===== config.mk =====
export PLATFORM = sky130hd
export DESIGN_NAME = signed_accumulator
export DESIGN_NICKNAME = d
export VERILOG_FILES = /design/src/rtl/signed_accumulator.sv
export SDC_FILE = /design/constraint.sdc
export NUM_CORES = 1
export LEC_CHECK = 0
export ABC_AREA = 1
export BUFFER_PORTS_ARGS = -buffer_cell sky130_fd_sc_hd__clkbuf_2
export CAP_MARGIN = 20
export CORE_AREA = 8 8 92 94
export DETAILED_ROUTE_END_ITERATION = 8
export DIE_AREA = 0 0 100 102
export PLACE_DENSITY = 0.44
export SLEW_MARGIN = 25
export SYNTH_ARGS = -nofsm -noshare
export SYNTH_HDL_FRONTEND = slang
export SYNTH_SLANG_ARGS = --single-unit

===== constraint.sdc =====
create_clock -name clk -period 2.2 [get_ports clk]
set_input_delay 0.33 -clock clk [delete_from_list [all_inputs] [get_ports clk]]
set_output_delay 0.33 -clock clk [all_outputs]
set_load 0.03 [all_outputs]

===== src/rtl/signed_accumulator.sv =====
// Signed accumulator with a valid/ready operand port and a three-state
// sequencer. Applies LOAD/ADD/SUB/CLEAR at ACC_WIDTH+1 bits, then wraps or clamps.
module signed_accumulator #(
   parameter int WIDTH     = 4,
   parameter int ACC_WIDTH = 8,
   parameter bit SATURATE  = 1'b0
) (
   input  logic                 clk,
   input  logic                 reset,
   input  logic                 op_valid,
   output logic                 op_ready,
   input  logic [1:0]           op_code,
   input  logic [WIDTH-1:0]     operand,
   output logic [ACC_WIDTH-1:0] acc,
   output logic                 res_valid,
   output logic                 overflow,
   output logic [7:0]           op_count
);

   localparam int RW = ACC_WIDTH + 1;

   typedef enum logic [1:0] {IDLE, COMPUTE, WRITE} state_t;
   typedef enum logic [1:0] {OP_LOAD = 2'b00, OP_ADD = 2'b01, OP_SUB = 2'b10, OP_CLEAR = 2'b11} op_t;

   localparam logic [ACC_WIDTH-1:0] ACC_MAX = {1'b0, {(ACC_WIDTH-1){1'b1}}};
   localparam logic [ACC_WIDTH-1:0] ACC_MIN = {1'b1, {(ACC_WIDTH-1){1'b0}}};

   state_t               state_q, state_d;
   op_t                  op_q, op_d;
   logic [WIDTH-1:0]     operand_q, operand_d;
   logic [RW-1:0]        result_q, result_d;
   logic [ACC_WIDTH-1:0] acc_q, acc_d;
   logic                 ovf_q, ovf_d;
   logic                 res_valid_q, res_valid_d;
   logic [7:0]           count_q, count_d;

   logic [RW-1:0]        operand_ext;
   logic [RW-1:0]        acc_ext;
   logic                 ovf_now;

   assign operand_ext = {{(RW-WIDTH){operand_q[WIDTH-1]}}, operand_q};
   assign acc_ext     = {acc_q[ACC_WIDTH-1], acc_q};

   always_comb begin
      // NOTE: every signal driven here gets a default first, so no path can infer a latch.
      state_d     = state_q;
      op_d        = op_q;
      operand_d   = operand_q;
      result_d    = result_q;
      acc_d       = acc_q;
      ovf_d       = ovf_q;
      res_valid_d = 1'b0;
      count_d     = count_q;
      ovf_now     = 1'b0;
      op_ready    = (state_q == IDLE);

      case (state_q)
         IDLE: begin
            if (op_valid) begin
               op_d      = op_t'(op_code);
               operand_d = operand;
               count_d   = count_q + 8'd1;
               state_d   = COMPUTE;
            end
         end
         COMPUTE: begin
            case (op_q)
               OP_LOAD:  result_d = operand_ext;
               OP_ADD:   result_d = acc_ext + operand_ext;
               OP_SUB:   result_d = acc_ext - operand_ext;
               default:  result_d = '0;
            endcase
            state_d = WRITE;
         end
         WRITE: begin
            // The extra result bit holds the true sign; a mismatch with the
            // accumulator's sign bit means the value does not fit.
            ovf_now = ((op_q == OP_ADD) || (op_q == OP_SUB)) &&
                      (result_q[RW-1] != result_q[RW-2]);
            if (SATURATE && ovf_now)
               acc_d = result_q[RW-1] ? ACC_MIN : ACC_MAX;
            else
               acc_d = result_q[ACC_WIDTH-1:0];
            if (op_q == OP_CLEAR)
               ovf_d = 1'b0;
            else if (ovf_now)
               ovf_d = 1'b1;
            res_valid_d = 1'b1;
            state_d     = IDLE;
         end
         default: state_d = IDLE;
      endcase
   end

   // NOTE: state registers use non-blocking assignments so all flops update together.
   always_ff @(posedge clk or negedge reset) begin
      if (!reset) begin
         state_q     <= IDLE;
         op_q        <= OP_LOAD;
         operand_q   <= '0;
         result_q    <= '0;
         acc_q       <= '0;
         ovf_q       <= 1'b0;
         res_valid_q <= 1'b0;
         count_q     <= '0;
      end else begin
         state_q     <= state_d;
         op_q        <= op_d;
         operand_q   <= operand_d;
         result_q    <= result_d;
         acc_q       <= acc_d;
         ovf_q       <= ovf_d;
         res_valid_q <= res_valid_d;
         count_q     <= count_d;
      end
   end

   assign acc       = acc_q;
   assign res_valid = res_valid_q;
   assign overflow  = ovf_q;
   assign op_count  = count_q;

endmodule


Word level (Yosys, flattened, before mapping)
Cells that the tools add are included.
Widths: inputs -> output; s select.
{ "word_totals": {"ff_bits": 35, "in_bits": 9, "output_inout_bits": 19, "word_cells": 31} }
{ "op_classes": {"n_addsub": 3, "n_eq_ne": 7, "mux": 6, "reduce_logical": 7} }
{ "op_table": {"columns": ["operator", "n"], "rows": [
  ["$pmux 9 s3", 1],
  ["$add 8x4->9", 1],
  ["$sub 8x4->9", 1],
  ["$add 8x1->8 const B", 1],
  ["$eq 2x2->1 const B", 3],
  ["$eq 2x1->1 const B", 2],
  ["$logic_not 2->1", 2],
  ["$pmux 2 s2", 1],
  ["$reduce_and 2->1", 2],
  ["$mux 1", 3],
  ["$mux 2", 1],
  ["$ne 2x2->1 const B", 1],
  ["$reduce_bool 2->1", 1],
  ["$logic_and 1x1->1", 1],
  ["$logic_or 1x1->1", 1],
  ["$ne 1x1->1", 1]
]} }

Longest topological paths before layout
{ "logic_depth": {"depth_word": 5, "depth_mapped": 16, "depth_no_buf": 16} }

Least setup slack after synthesis
No wires, ideal clock.
{ "synth_path": {"kind": "reg2reg", "startpoint": "reg operand_q[0]", "endpoint": "reg result_q[8]", "setup_ps": 116, "t_arrival_ps": 2016, "required_ps": 2084, "path_slack_ps": 68, "path_stages_with_launch": 16, "n_path_buf": 0, "synth_period_minus_slack_ps": 2132, "cell_sequence": "dfrtp_1 -> inv_1 -> ha_1 -> nand3_1 -> ha_1 -> nand2_1 -> nand2_1 -> ha_1 -> nand2_1 -> inv_1 -> a21oi_1 -> nand3_1 -> nand3_1 -> nand2_1 -> nand2_1 -> nand2_1"} }
{ "synth_between": {"elab_chain_len": 2, "elab_cells_between_ends": 3, "classes_between": "add/sub: 2; mux: 1"} }
{ "synth_rtl": {"columns": ["element", "line", "source"], "rows": [
  ["start, declared", "30", "logic [WIDTH-1:0] operand_q, operand_d;"],
  ["start signal, assigned", "109", "operand_q <= operand_d;"],
  ["$sub 8x4->9 / $add 8x4->9 (equally long branches)", "70, 69", null],
  ["$pmux 9 s3 (*)", "67", "case (op_q)"],
  ["end signal, assigned", "110", "result_q <= result_d;"],
  ["end, declared", "31", "logic [RW-1:0] result_q, result_d;"]
]} }
Every way passes the cells marked *; elsewhere a longest branch is shown, timed or not.
A chain may end at the register's enable or synchronous reset.

Final worst setup path
{ "layout_path": {"startpoint": "reg operand_q[0]", "endpoint": "reg result_q[3]"} }
The elaborated chain is that of the path after synthesis.

==> run_results.csv <==
group,metric,value,unit
setup_path,crit_fanout,4,
timing,hold_viol_final,0,
detailed_routing,drt_iter0_drc,47,
setup_path,critical_path_class,"reg -> reg",
finish,seqCellArea,876,µm²
setup_path,critPathLaunchType,"register",
timing,worstMarginPinSlew,0.446,ns
cts,cts_tree,"built",
detailed_routing,dr.pass1.iters,4,
timing,holdWs,0.247,ns
power_and_ir_drop,power.density,1540,nW/µm²
setup_path,crit_chain,"inv_2 > ha_4 > buf_4 > a21oi_1 > o21ai_0 > nand2_1 > ha_4 > or2_4 > and2_1 > nand2_1 > nand2_1 > o21ai_1 > nand2_1 > nand2_1",
timing,timing.final.crit_share,96.5,%
finish,drive_above_1_share,34.6,%
detailed_routing,via_count,1837,
cts,cts_buffers,5,
setup_path,cp_common_cell,"nand2_1",
detailed_routing,drc_errors,0,
worst_hold_path,holdCritPathClass,"in -> reg",
setup_path,crit_buf_inv,2,
placement,dp_cells,406,
floorplanning,rows,31,
placement,gp_congestion,0.792,
cts,cts_sinks,35,
synthesis,yosys.area.top_type,"dfrtp_1",
finish,final_nets,352,
timing,rsz0062_at_grt,"true",
grt,grt_use_total,11.2,%
grt,grt_pass1_wl,9.18,mm
synthesis,synth-seq-area-share,42.6,%
placement,hpwlAfterDp,3.88,mm
setup_path,slowest_stage,"dfrtp_1",
timing,period_minus_slack,2.12,ns
flow_run,max-cap-violations,0,
synthesis,synth_top_area_share,42.6,%
timing,fmaxAchievable,0.471,GHz
floorplanning,io_pins,28,
synthesis,synthesis.area,2050,µm²
setup_path,crit_required,2.43,ns
synthesis,synth.ff_latch_count,35,
outcome,status,"finished clean",
floorplanning,core_area,7060,µm²
cts,clock_latency,0.29,ns
cts,htree_levels,2,
cts,cts_root_buf,"clkbuf_8",
cts,clock_tree.buffer_depth,2,
floorplanning,die_h,102,µm
power_and_ir_drop,peakVddDrop,0.544,mV
synthesis,synth_fp_nets,286,
setup_path,crit_path_end_kind,"register",
placement,portBuffers,27,
timing,fin_skew,0.00420,ns
grt,grt_max_degree,18,
timing,max-slew-margin-rel,70.3,%
detailed_routing,vias_per_cell,4.31,
timing,setup_viol,0,
finish,area_delta_synth_final,40.0,%
timing,finalMaxSlewViolations,0,
setup_path,critPathTopFamily,"simple AND/OR/NAND/NOR gates",
finish,mostFrequentLayoutCells,"nand2_1, dfrtp_1, buf_4",
finish,multi_input_area,1210,µm²
floorplanning,initial_core_util,29.1,%
finish,diodes,0,
synthesis,synth.area.top_cells,"dfrtp_1, nand2_1, ha_1",
cts,path_clk_slew,0.07,ns
grt,grt_antenna_before_repair,0,
synthesis,syn_inst,260,
power_and_ir_drop,p_leak,1.53,nW
synthesis,post_synth_num_cell_types,25,
finish,post-route-util,40.7,%
setup_path,critPathMaxStageDelay,0.36,ns
synthesis,ys_warn_count,0,
finish,fin_cells,426,
floorplanning,die_area,10200,µm²
detailed_routing,routedWlPerCell,12.3,µm
grt,grt-ovfl-total,0,
power_and_ir_drop,p_total,4.42,mW
finish,fillers,770,
synthesis,syn_area_per_cell,7.90,µm²
grt,grt_pass1_vias,1987,
floorplanning,fp.dieW,100,µm
setup_path,cp.arrival,2.35,ns
finish,final_common_cell,"nand2_1",
detailed_routing,routed_wl,5.25,mm
detailed_routing,antenna_left,0,
==> stage by stage <==
stage               instance area, µm²  setup TNS [ns]  setup slack [ns]
floorplan                         2050               0            0.0677
global placement                  2470          -0.456            -0.161
detailed placement                2470          -0.487            -0.178
CTS                               2720         -0.0188           -0.0188
global route                      2880          -0.413            -0.112
finish                            2880               0            0.0774
==> per-layer routing <==
metal	up-vias	track usage [%]	share of wire, %	wire, µm
met4	0	3.49	1.3	68
met2	26	18.4	46	2410
li1	948	-	-	-
met3	6	2.45	3.4	177
met5	-	0	0	0
met1	857	14.2	49	2600
==> worst min-delay path, cell delays in order <==
cell      delay (ns)
clkbuf_2        0.07
nand2_1         0.04
o21ai_0         0.05
==> Yosys cell counts <==
cell type,instances
nand2_1,93
nand2_4,1
nand3_2,2
dfrtp_1,35
a31oi_1,2
a21oi_1,5
xor2_1,7
xnor2_1,1
ha_1,16
buf_2,3
nor2_4,3
nand2_2,1
nand3_1,16
nor2_2,1
a22oi_1,2
nor2_1,7
o21ai_0,20
fa_1,1
clkinv_2,1
nand3b_1,2
and2_1,1
nor3_2,1
or2_2,1
or2_1,1
inv_1,37
==> area by class of cell <==
| cell class | instances | share of cell area, % |
|---|---|---|
| multi-input combinational | 184 | 42.1 |
| sequential | 35 | 30.4 |
| timing repair buffer | 62 | 14.0 |
| inverter | 38 | 5.00 |
| tap | 99 | 4.31 |
| clock buffer | 6 | 2.87 |
| clock inverter | 2 | 1.22 |
==> cells by family (layout without fill, tap and decap cells) <==
group	Yosys count	after routing	synth area share (%)
DFF	35	35	42.6
and+or+nand+nor	130	130	28.1
adders and majority gates	17	17	10.7
AOI/OAI and AO/OA	29	29	7.43
xor gates and xnor gates	8	8	3.41
buffers and inverters	41	108	7.73
==> report_power, final <==
part	internal (mW)	switching, mW	leakage, nW
Clock	0.367	0.243	0.0612
Sequential	0.887	0.225	0.438
Combinational	1.15	1.54	1.03
Total	2.41	2.01	1.53
==> state kept, by name (all words and copies together), names as in the netlist <==
register,flops
acc,8
op_count,8
op_q,2
operand_q,4
overflow,1
res_valid,1
result_q,9
state_q,2
==> worst paths after layout <==
kind	start	endpoint	slack [ns]	cells after the start
setup / recovery	operand_q[0]$_DFFE_PN0P_	result_q[3]$_DFFE_PN0N_	0.08	14
min in group asynchronous	reset	op_count[3]$_DFFE_PN0P_	0.41	2
max in group asynchronous	reset	acc[7]$_DFFE_PN0P_	1.29	3
hold reg to reg	op_count[7]$_DFFE_PN0P_	op_count[7]$_DFFE_PN0P_	0.47	1
hold / removal	operand[2]	operand_q[2]$_DFFE_PN0P_	0.25	3
setup reg to reg	operand_q[0]$_DFFE_PN0P_	result_q[3]$_DFFE_PN0N_	0.08	14
==> timing repair <==
action                     4_1_cts  5_1_grt
pin swaps                       11       17
buffers inserted                 6        5
resized for setup               17       29
setup endpoints to repair        6        6
hold buffers                     1        0
hold endpoints to repair         6        0
No activity file was read; power rests on OpenSTA's default activity.
